--- config.mk ---
export PLATFORM = sky130hd
export DESIGN_NAME = mem_wb_multi
export DESIGN_NICKNAME = d
export VERILOG_FILES = /design/src/rtl/mem_wb_multi.sv
export SDC_FILE = /design/constraint.sdc
export NUM_CORES = 1
export LEC_CHECK = 0
export CELL_PAD_IN_SITES_DETAIL_PLACEMENT = 1
export CELL_PAD_IN_SITES_GLOBAL_PLACEMENT = 1
export CORE_ASPECT_RATIO = 0.5
export CORE_MARGIN = 5
export CORE_UTILIZATION = 47
export CTS_BUF_LIST = sky130_fd_sc_hd__clkbuf_8 sky130_fd_sc_hd__clkbuf_16
export CTS_CLUSTER_DIAMETER = 60
export DETAILED_ROUTE_END_ITERATION = 8
export GPL_ROUTABILITY_DRIVEN = 0
export GPL_TIMING_DRIVEN = 0
export PLACE_DENSITY_LB_ADDON = 0.1
export SYNTH_ARGS = -nofsm -noshare
export SYNTH_HDL_FRONTEND = slang
export SYNTH_SLANG_ARGS = --single-unit
--- constraint.sdc ---
create_clock -name clk -period 4.68 [get_ports clk]
set_input_delay 0.702 -clock clk [delete_from_list [all_inputs] [get_ports clk]]
set_output_delay 0.702 -clock clk [all_outputs]
set_load 0.03 [all_outputs]
--- src/rtl/mem_wb_multi.sv ---
// MEM->WB pipeline boundary for a multi-lane core. One output register (OUT) presents a
// write-back bundle to the register file; a small skid FIFO absorbs bundles while the
// register-file port is busy. Handles stall/flush codes, x0 suppression, same-address lane
// merging (higher lane wins) and counts retired lane writes.
module mem_wb_multi #(
    parameter int unsigned LANES           = 2,
    parameter int unsigned ADDR_W          = 5,
    parameter int unsigned DATA_W          = 32,
    parameter int unsigned STALL_W         = 3,
    parameter int unsigned HOLD_DEPTH      = 2,
    parameter int unsigned STALL_ALL_CODE  = 5,
    parameter int unsigned STALL_HOLD_CODE = 4
) (
    input  logic                      clk,
    input  logic                      rst,
    input  logic                      rdy,
    input  logic [STALL_W-1:0]        stall_command,
    input  logic                      mem_valid,
    output logic                      mem_ready,
    input  logic [LANES-1:0]          mem_rd_enable,
    input  logic [LANES*ADDR_W-1:0]   mem_rd_addr,
    input  logic [LANES*DATA_W-1:0]   mem_rd_data,
    output logic                      wb_valid,
    input  logic                      reg_ready,
    output logic [LANES-1:0]          wb_rd_enable,
    output logic [LANES*ADDR_W-1:0]   wb_rd_addr,
    output logic [LANES*DATA_W-1:0]   wb_rd_data,
    output logic [31:0]               retire_count
);

    localparam int unsigned AW   = LANES * ADDR_W;
    localparam int unsigned DW   = LANES * DATA_W;
    // Keep pointers at least one bit wide so HOLD_DEPTH == 1 still elaborates.
    localparam int unsigned PtrW = (HOLD_DEPTH > 1) ? $clog2(HOLD_DEPTH) : 1;
    localparam int unsigned CntW = $clog2(HOLD_DEPTH + 1);

    // Output register
    logic                out_valid_q, out_valid_d;
    logic [LANES-1:0]    out_en_q, out_en_d;
    logic [AW-1:0]       out_addr_q, out_addr_d;
    logic [DW-1:0]       out_data_q, out_data_d;

    // Skid FIFO
    logic [LANES-1:0]    fifo_en_q   [HOLD_DEPTH];
    logic [AW-1:0]       fifo_addr_q [HOLD_DEPTH];
    logic [DW-1:0]       fifo_data_q [HOLD_DEPTH];
    logic [PtrW-1:0]     rd_ptr_q, rd_ptr_d;
    logic [PtrW-1:0]     wr_ptr_q, wr_ptr_d;
    logic [CntW-1:0]     cnt_q, cnt_d;

    logic [31:0]         retire_count_q, retire_count_d;

    logic                flush, hold, run;
    logic                accept, transfer, out_free, pop, push, load_in;
    logic [LANES-1:0]    in_en_clean;

    function automatic logic [PtrW-1:0] next_ptr(input logic [PtrW-1:0] p);
        return (p == PtrW'(HOLD_DEPTH - 1)) ? '0 : p + 1'b1;
    endfunction

    function automatic logic [31:0] popcount(input logic [LANES-1:0] v);
        logic [31:0] s;
        s = '0;
        for (int unsigned i = 0; i < LANES; i++) s = s + {31'd0, v[i]};
        return s;
    endfunction

    // Drop x0 writes and lower lanes shadowed by a higher lane to the same register.
    always_comb begin
        in_en_clean = '0;
        for (int unsigned i = 0; i < LANES; i++) begin
            in_en_clean[i] = mem_rd_enable[i] && (mem_rd_addr[i*ADDR_W +: ADDR_W] != '0);
            for (int unsigned j = i + 1; j < LANES; j++) begin
                if (mem_rd_enable[j] &&
                    (mem_rd_addr[j*ADDR_W +: ADDR_W] == mem_rd_addr[i*ADDR_W +: ADDR_W])) begin
                    in_en_clean[i] = 1'b0;
                end
            end
        end
    end

    // Handshake and movement decisions for this cycle.
    always_comb begin
        flush     = (stall_command == STALL_W'(STALL_ALL_CODE));
        hold      = !flush && (stall_command == STALL_W'(STALL_HOLD_CODE));
        run       = !flush && !hold;
        // Gated by rst so the port reads 0 while reset is held.
        mem_ready = rst && rdy && run && (cnt_q < CntW'(HOLD_DEPTH));
        accept    = mem_valid && mem_ready;
        transfer  = rdy && run && out_valid_q && reg_ready;
        out_free  = !out_valid_q || transfer;
        pop       = rdy && run && out_free && (cnt_q != '0);
        load_in   = accept && out_free && (cnt_q == '0);
        push      = accept && !load_in;
    end

    // Next-state for OUT, FIFO bookkeeping and the retire counter.
    always_comb begin
        out_valid_d    = out_valid_q;
        out_en_d       = out_en_q;
        out_addr_d     = out_addr_q;
        out_data_d     = out_data_q;
        rd_ptr_d       = rd_ptr_q;
        wr_ptr_d       = wr_ptr_q;
        cnt_d          = cnt_q;
        retire_count_d = retire_count_q;
        if (rdy) begin
            if (flush) begin
                out_valid_d = 1'b0;
                out_en_d    = '0;
                out_addr_d  = '0;
                out_data_d  = '0;
                rd_ptr_d    = '0;
                wr_ptr_d    = '0;
                cnt_d       = '0;
            end else if (run) begin
                if (out_free) begin
                    if (pop) begin
                        out_valid_d = 1'b1;
                        out_en_d    = fifo_en_q[rd_ptr_q];
                        out_addr_d  = fifo_addr_q[rd_ptr_q];
                        out_data_d  = fifo_data_q[rd_ptr_q];
                    end else if (load_in) begin
                        out_valid_d = 1'b1;
                        out_en_d    = in_en_clean;
                        out_addr_d  = mem_rd_addr;
                        out_data_d  = mem_rd_data;
                    end else begin
                        out_valid_d = 1'b0;
                    end
                end
                if (pop)  rd_ptr_d = next_ptr(rd_ptr_q);
                if (push) wr_ptr_d = next_ptr(wr_ptr_q);
                if (push && !pop) cnt_d = cnt_q + 1'b1;
                if (pop && !push) cnt_d = cnt_q - 1'b1;
                if (transfer) retire_count_d = retire_count_q + popcount(out_en_q);
            end
        end
    end

    // State registers.
    always_ff @(posedge clk or negedge rst) begin
        if (!rst) begin
            out_valid_q    <= 1'b0;
            out_en_q       <= '0;
            out_addr_q     <= '0;
            out_data_q     <= '0;
            rd_ptr_q       <= '0;
            wr_ptr_q       <= '0;
            cnt_q          <= '0;
            retire_count_q <= '0;
        end else begin
            out_valid_q    <= out_valid_d;
            out_en_q       <= out_en_d;
            out_addr_q     <= out_addr_d;
            out_data_q     <= out_data_d;
            rd_ptr_q       <= rd_ptr_d;
            wr_ptr_q       <= wr_ptr_d;
            cnt_q          <= cnt_d;
            retire_count_q <= retire_count_d;
        end
    end

    // FIFO storage; push already implies rdy and run.
    always_ff @(posedge clk or negedge rst) begin
        if (!rst) begin
            for (int unsigned i = 0; i < HOLD_DEPTH; i++) begin
                fifo_en_q[i]   <= '0;
                fifo_addr_q[i] <= '0;
                fifo_data_q[i] <= '0;
            end
        end else if (push) begin
            fifo_en_q[wr_ptr_q]   <= in_en_clean;
            fifo_addr_q[wr_ptr_q] <= mem_rd_addr;
            fifo_data_q[wr_ptr_q] <= mem_rd_data;
        end
    end

    // Hold masks the valid combinationally; under ~rdy outputs simply keep their values.
    always_comb begin
        wb_valid     = out_valid_q && !(rdy && hold);
        wb_rd_enable = out_en_q;
        wb_rd_addr   = out_addr_q;
        wb_rd_data   = out_data_q;
        retire_count = retire_count_q;
    end

endmodule

After elaboration in Yosys (flattened, before gate mapping):

Cells that the tools add are included.

* register bits: 265
* output and inout port bits: 110
* bits of input ports: 84

* reductions and logical operators: 46
* equal/unequal tests: 3
* muxes and demuxes: 51
* magnitude comparators: 4
* add/sub/neg operators: 6
* bitwise operators: 3

Operators with widths (count)
* 64-bit two-way mux: 9
* 128-bit bitwise mux: 1
* 10-bit two-way mux: 9
* 64-bit demux with 1-bit select: 1
* 32-bit by 2-bit adder with 32-bit output: 1
* 2-bit two-way mux: 13
* 1-bit logical AND: 22
* 20-bit bitwise mux: 1
* 1-bit two-way mux: 14
* 3-bit AND reduction: 4
* 10-bit demux with 1-bit select: 1
* 2-bit nonzero test: 5
* 5-bit nonzero test: 2
* 4-bit AND reduction: 2
* 1-bit zero test: 7
* 3-bit equality test (second input constant): 2
* 3-bit nonzero test: 2
* 5-bit equality test: 1
* 4-bit bitwise mux: 1
* 2-bit greater-or-equal comparator (second input constant): 2
* 1-bit NOT with 2-bit output: 2
* 1-bit adder (second input constant): 2
* 1-bit by 1-bit adder with 2-bit output: 1
* 2-bit by 1-bit adder with 2-bit output (second input constant): 1
* 7 further kinds: 7

Longest topological paths before layout:

* depth after elaboration: 18
* depth in mapped cells: 9
* depth with buffers taken out: 8

Worst setup path before layout:

Ideal clock, no wire load.

* kind: reg-to-reg
* start point: register out_en_q[0] (netlist: wb_rd_enable[0])
* end point: register retire_count_q[28] (netlist: retire_count[28])
* data arrival time: 2.358 ns
* slack: 2.187 ns
* setup time: 0.135 ns
* stages on the path, launching flop included: 10
* cell sequence: dfrtp_1 inv_1 fa_1 inv_1 ha_1 nand4_1 nor4b_1 buf_2 nand4_1 xnor2_1

* word-level cells in the longest chain between the ends: 2

Ends and longest elaborated chain
* start: declaration: RTL line 39 `logic [LANES-1:0] out_en_q, out_en_d;`
* start signal: assignment: RTL line 154 `out_en_q <= out_en_d;`
* 1-bit by 1-bit adder with 2-bit output: RTL line 64 `for (int unsigned i = 0; i < LANES; i++) s = s + {31'd0, v[i]};`
* 32-bit by 2-bit adder with 32-bit output: RTL line 136 `if (transfer) retire_count_d = retire_count_q + popcount(out_en_q);`
* end signal: assignment: RTL line 160 `retire_count_q <= retire_count_d;`
* end: declaration: RTL line 51 `logic [31:0] retire_count_q, retire_count_d;`

Every way passes these cells.
A chain may end at the register's enable or synchronous reset.

Worst setup path after layout:

* start point: input stall_command[1]
* end point: output mem_ready

* word-level cells in the longest chain between the ends: 7

Ends and longest elaborated chain
* start: declaration: RTL line 17 `input logic [STALL_W-1:0] stall_command,`
* 3-bit equality test: RTL line 84 `flush = (stall_command == STALL_W'(STALL_ALL_CODE));`
* 1-bit zero test: RTL line 85, 86
* 1-bit logical AND: RTL line 85 `hold = !flush && (stall_command == STALL_W'(STALL_HOLD_CODE));`
* 1-bit zero test: RTL line 86 `run = !flush && !hold;`
* 1-bit logical AND (*): RTL line 86
* 1-bit logical AND (*) (2 in a row): RTL line 88 `mem_ready = rst && rdy && run && (cnt_q < CntW'(HOLD_DEPTH));`
* end: declaration: RTL line 19 `output logic mem_ready,`

Every way passes the cells marked *; elsewhere a longest branch is shown, timed or not.

==> impl_metrics.toml <==
[setup_path]
cpPeakStageDelay_ns = 0.71
reg2reg_from = "wb_rd_enable[0]"
crit_arrival_ns = 2.53
path_delay_family = "buffers and inverters"
r2r_cells = 9
cp.required_ns = 3.98
critical_path_class = "input port to output pin"
cp-end-kind = "output pin"
regToRegSetupSlack_ns = 1.57
cp_max_fo = 7
timing.rr.end = "retire_count[22]"
path_buf_inv = 2
cp_common_cell = "clkdlybuf4s50_1"
worst_path_max_delay_cell = "clkdlybuf4s50_1"
start_kind = "input port"
crit_chain = "clkdlybuf4s50_1 > nand2b_1 > nand2_1 > nor3b_1 > clkdlybuf4s50_1"

[power]
internal_power_mw = 5.91
power_mw = 8.81
power_switching_mw = 2.90
clkPwrFrac_pct = 24.1
powerDensity_nw_per_um2 = 577
power_frac_seq_pct = 40.8
comb_power_share_pct = 35.1
p_leak_nw = 6.60
swShare_pct = 32.9
max-vdd-ir-drop_v = 0.000270

[drt]
drc = 0
drtAntennaViolNets = 0
vias = 7792
post_drt_via_cell_ratio = 5.44
drt_wl_total_um = 30400
drtPass1Iterations = 4
routedWlPerCell_um = 21.3
drt_iter0_drc = 382

[grt]
antenna_found_initial = 1
grt_pass1_vias = 8801
grt_pass1_wl_um = 49600
grt_overflow = 0
grt_max_degree = 75
grt_use_total_pct = 21.3

[synthesis]
synth_edf_count = 0
yosysMostFrequentCell = "dfrtp_1"
yosys-top-cells-count = "265 x dfrtp_1, 198 x mux2_2, 77 x mux2i_1"
yosys.area.top_type = "dfrtp_1"
synthTopCellsByArea = "dfrtp_1 55%, mux2_2 19%, mux2i_1 6.4%"
synth-async-reset-ratio_pct = 100
synthesis.nets = 935
synth_top_area_share_pct = 55.4
synth_area_um2 = 12000
yosys.cell_types.count = 48
syn_area_per_cell_um2 = 14.1
postSynthCellCount = 849
synth-main-ff-cell = "dfrtp_1"
ys_warn_count = 0
ys_seq_area_share_pct = 55.4
ys_ff_latch = 265

[timing]
max_freq_mhz = 309
fin_hold_ws_ns = 0.0847
setup_violations = 0
rsz0062_at_grt = "false"
layout_worst_path_cycle_share_pct = 69.1
worstMarginPinSlew_ns = 1.14
period_minus_slack_ns = 3.24
setup-tns-final_ns = 0
slew-limit-headroom_pct = 22.8
drv_slew = 0
finClkSkew_ns = 0.00735
final_hold_viol_count = 0

[floorplan]
num_rows = 41
dieWidth_um = 236
io_pins = 194
die_area_um2 = 28900
die-height_um = 123
coreArea_um2 = 25100
initial_core_util_pct = 47.6

[layout]
fin_cells = 1432
fin_util_pct = 60.7
final_nets = 1157
drive_above_1_share_pct = 25.7
fill_cells = 2403
synthToLayoutAreaGrowth_pct = 27.5

[clocking]
cts_resized = 0
cts.clk_slew.worst_paths_ns = 0.06
numCtsBuffers = 25
cts.sinks = 265
cts_tree = "yes"
clk_path_buf_depth = 3
clock-root-buffer = "clkbuf_16"
cts_setup_buffers = 0
insertion_delay_ns = 0.52
hold_buffers = 0
cts-htree-levels = 1

[place]
dpl.cell_count = 1388
port_buffers = 192
hpwl_um = 21300

[worst_hold_path]
hold_class = "input port to async pin"

[flow_run]
maxCapViolCount = 0

[run_status]
status = "finished clean"
-- worst register-to-register path: cells and delay by family (launching register included) --
kind,cells,cell delay [ns]
simple gates,3,1.25
flops,1,0.37
fa+ha+maj,2,0.61
xor+xnor,1,0.17
buf+inv,3,0.59
-- cell type report --
type / instances / area, um2 / share of cell area (%)
diodes: 1 / 2.50 / 0.0164
repair buffers: 195 / 2010 / 13.2
multi-input cells: 519 / 4980 / 32.6
clock inverters: 11 / 128 / 0.837
plain buffers: 58 / 327 / 2.14
flip-flops and latches: 265 / 6630 / 43.5
clock buffers: 32 / 722 / 4.73
inverters: 7 / 26.3 / 0.172
well taps: 344 / 430 / 2.82
-- sequential cells by signal (all words and copies together), names as in the netlist, 2 cells and up --
name          flops
fifo_en_q         4
wb_rd_addr       10
wb_rd_data       64
wb_rd_enable      2
fifo_addr_q      20
retire_count     32
cnt_q             2
fifo_data_q     128
-- per-stage QoR --
| stage | cell area [um2] | worst slack (ns) |
|---|---|---|
| after global placement | 14300 | -9.18 |
| final | 15300 | 1.44 |
| after CTS | 15300 | 1.41 |
| after detailed placement | 14400 | 0.885 |
| after global routing | 15300 | 1.17 |
| after floorplan | 12000 | 2.19 |
-- power by group through the flow --
stage / logic (mW) / registers (mW) / clock network (mW)
after floorplan: 1.36 / 4.13 / 0
after global placement: 3.02 / 3.57 / 0
after detailed placement: 3.12 / 3.63 / 0
after CTS: 3.14 / 3.60 / 2.17
after global routing: 3.32 / 3.69 / 2.28
final: 3.09 / 3.59 / 2.12
-- metal layers --
| layer | up-vias | track usage [%] | part of all wire [%] | wire [um] |
|---|---|---|---|---|
| met5 | - | 0 | 0 | 0 |
| met4 | 0 | 3.91 | 1.7 | 515 |
| met3 | 36 | 3.93 | 3.0 | 903 |
| met2 | 92 | 37.6 | 51 | 15600 |
| met1 | 4086 | 28.3 | 44 | 13500 |
| li1 | 3578 | - | - | - |
-- logic make-up (layout without fill, tap and decap cells) --
| logic type | Yosys count | in the layout | share of synthesized area [%] |
|---|---|---|---|
| adder cells (fa/ha/maj) | 2 | 2 | 0.272 |
| flip-flops | 265 | 265 | 55.4 |
| XOR/XNOR | 36 | 36 | 2.64 |
| buffers and inverters | 65 | 303 | 2.95 |
| multiplexers | 305 | 305 | 27.9 |
| AO/OA/AOI/OAI | 98 | 98 | 6.92 |
| AND/OR/NAND/NOR | 78 | 78 | 3.89 |
| other | 0 | 1 | 0 |
-- how the worst max path moves through the flow --
stage	from	end	depth (start not counted)
after floorplan	wb_rd_enable[0]	retire_count[28]	9
after global placement	rst	fifo_data_q[110]	8
after detailed placement	rst	wb_rd_data[16]	9
after CTS	rst	fifo_data_q[119]	10
after global routing	rst	fifo_addr_q[14]	10
final	stall_command[1]	mem_ready	5
-- layout by cell type, fill, tap and decap left out, types with 2 or more instances in the layout --
cell / netlist / final
a31oi_1: 2 / 2
clkbuf_8: 0 / 7
o21ai_0: 9 / 9
nor4_1: 2 / 2
buf_4: 6 / 6
mux2i_1: 77 / 77
or4_1: 2 / 2
nor3_1: 3 / 3
and2_1: 2 / 2
nor2b_1: 3 / 3
nand2_1: 10 / 10
clkdlybuf4s50_1: 0 / 191
nor2_1: 4 / 4
nand3_1: 13 / 13
clkbuf_16: 0 / 25
bufinv_16: 0 / 3
nand4b_1: 4 / 4
nand4_1: 16 / 16
a21oi_1: 2 / 2
and4_1: 4 / 4
and3_1: 7 / 7
buf_2: 21 / 21
xor2_1: 7 / 7
inv_1: 7 / 12
mux2_2: 198 / 198
buf_6: 8 / 8
buf_16: 0 / 3
clkinv_2: 0 / 2
dfrtp_1: 265 / 265
buf_1: 5 / 5
mux2_1: 30 / 30
o2bb2ai_1: 75 / 75
xnor2_1: 29 / 29
clkbuf_1: 18 / 18
(Power assumes the default switching activity.)
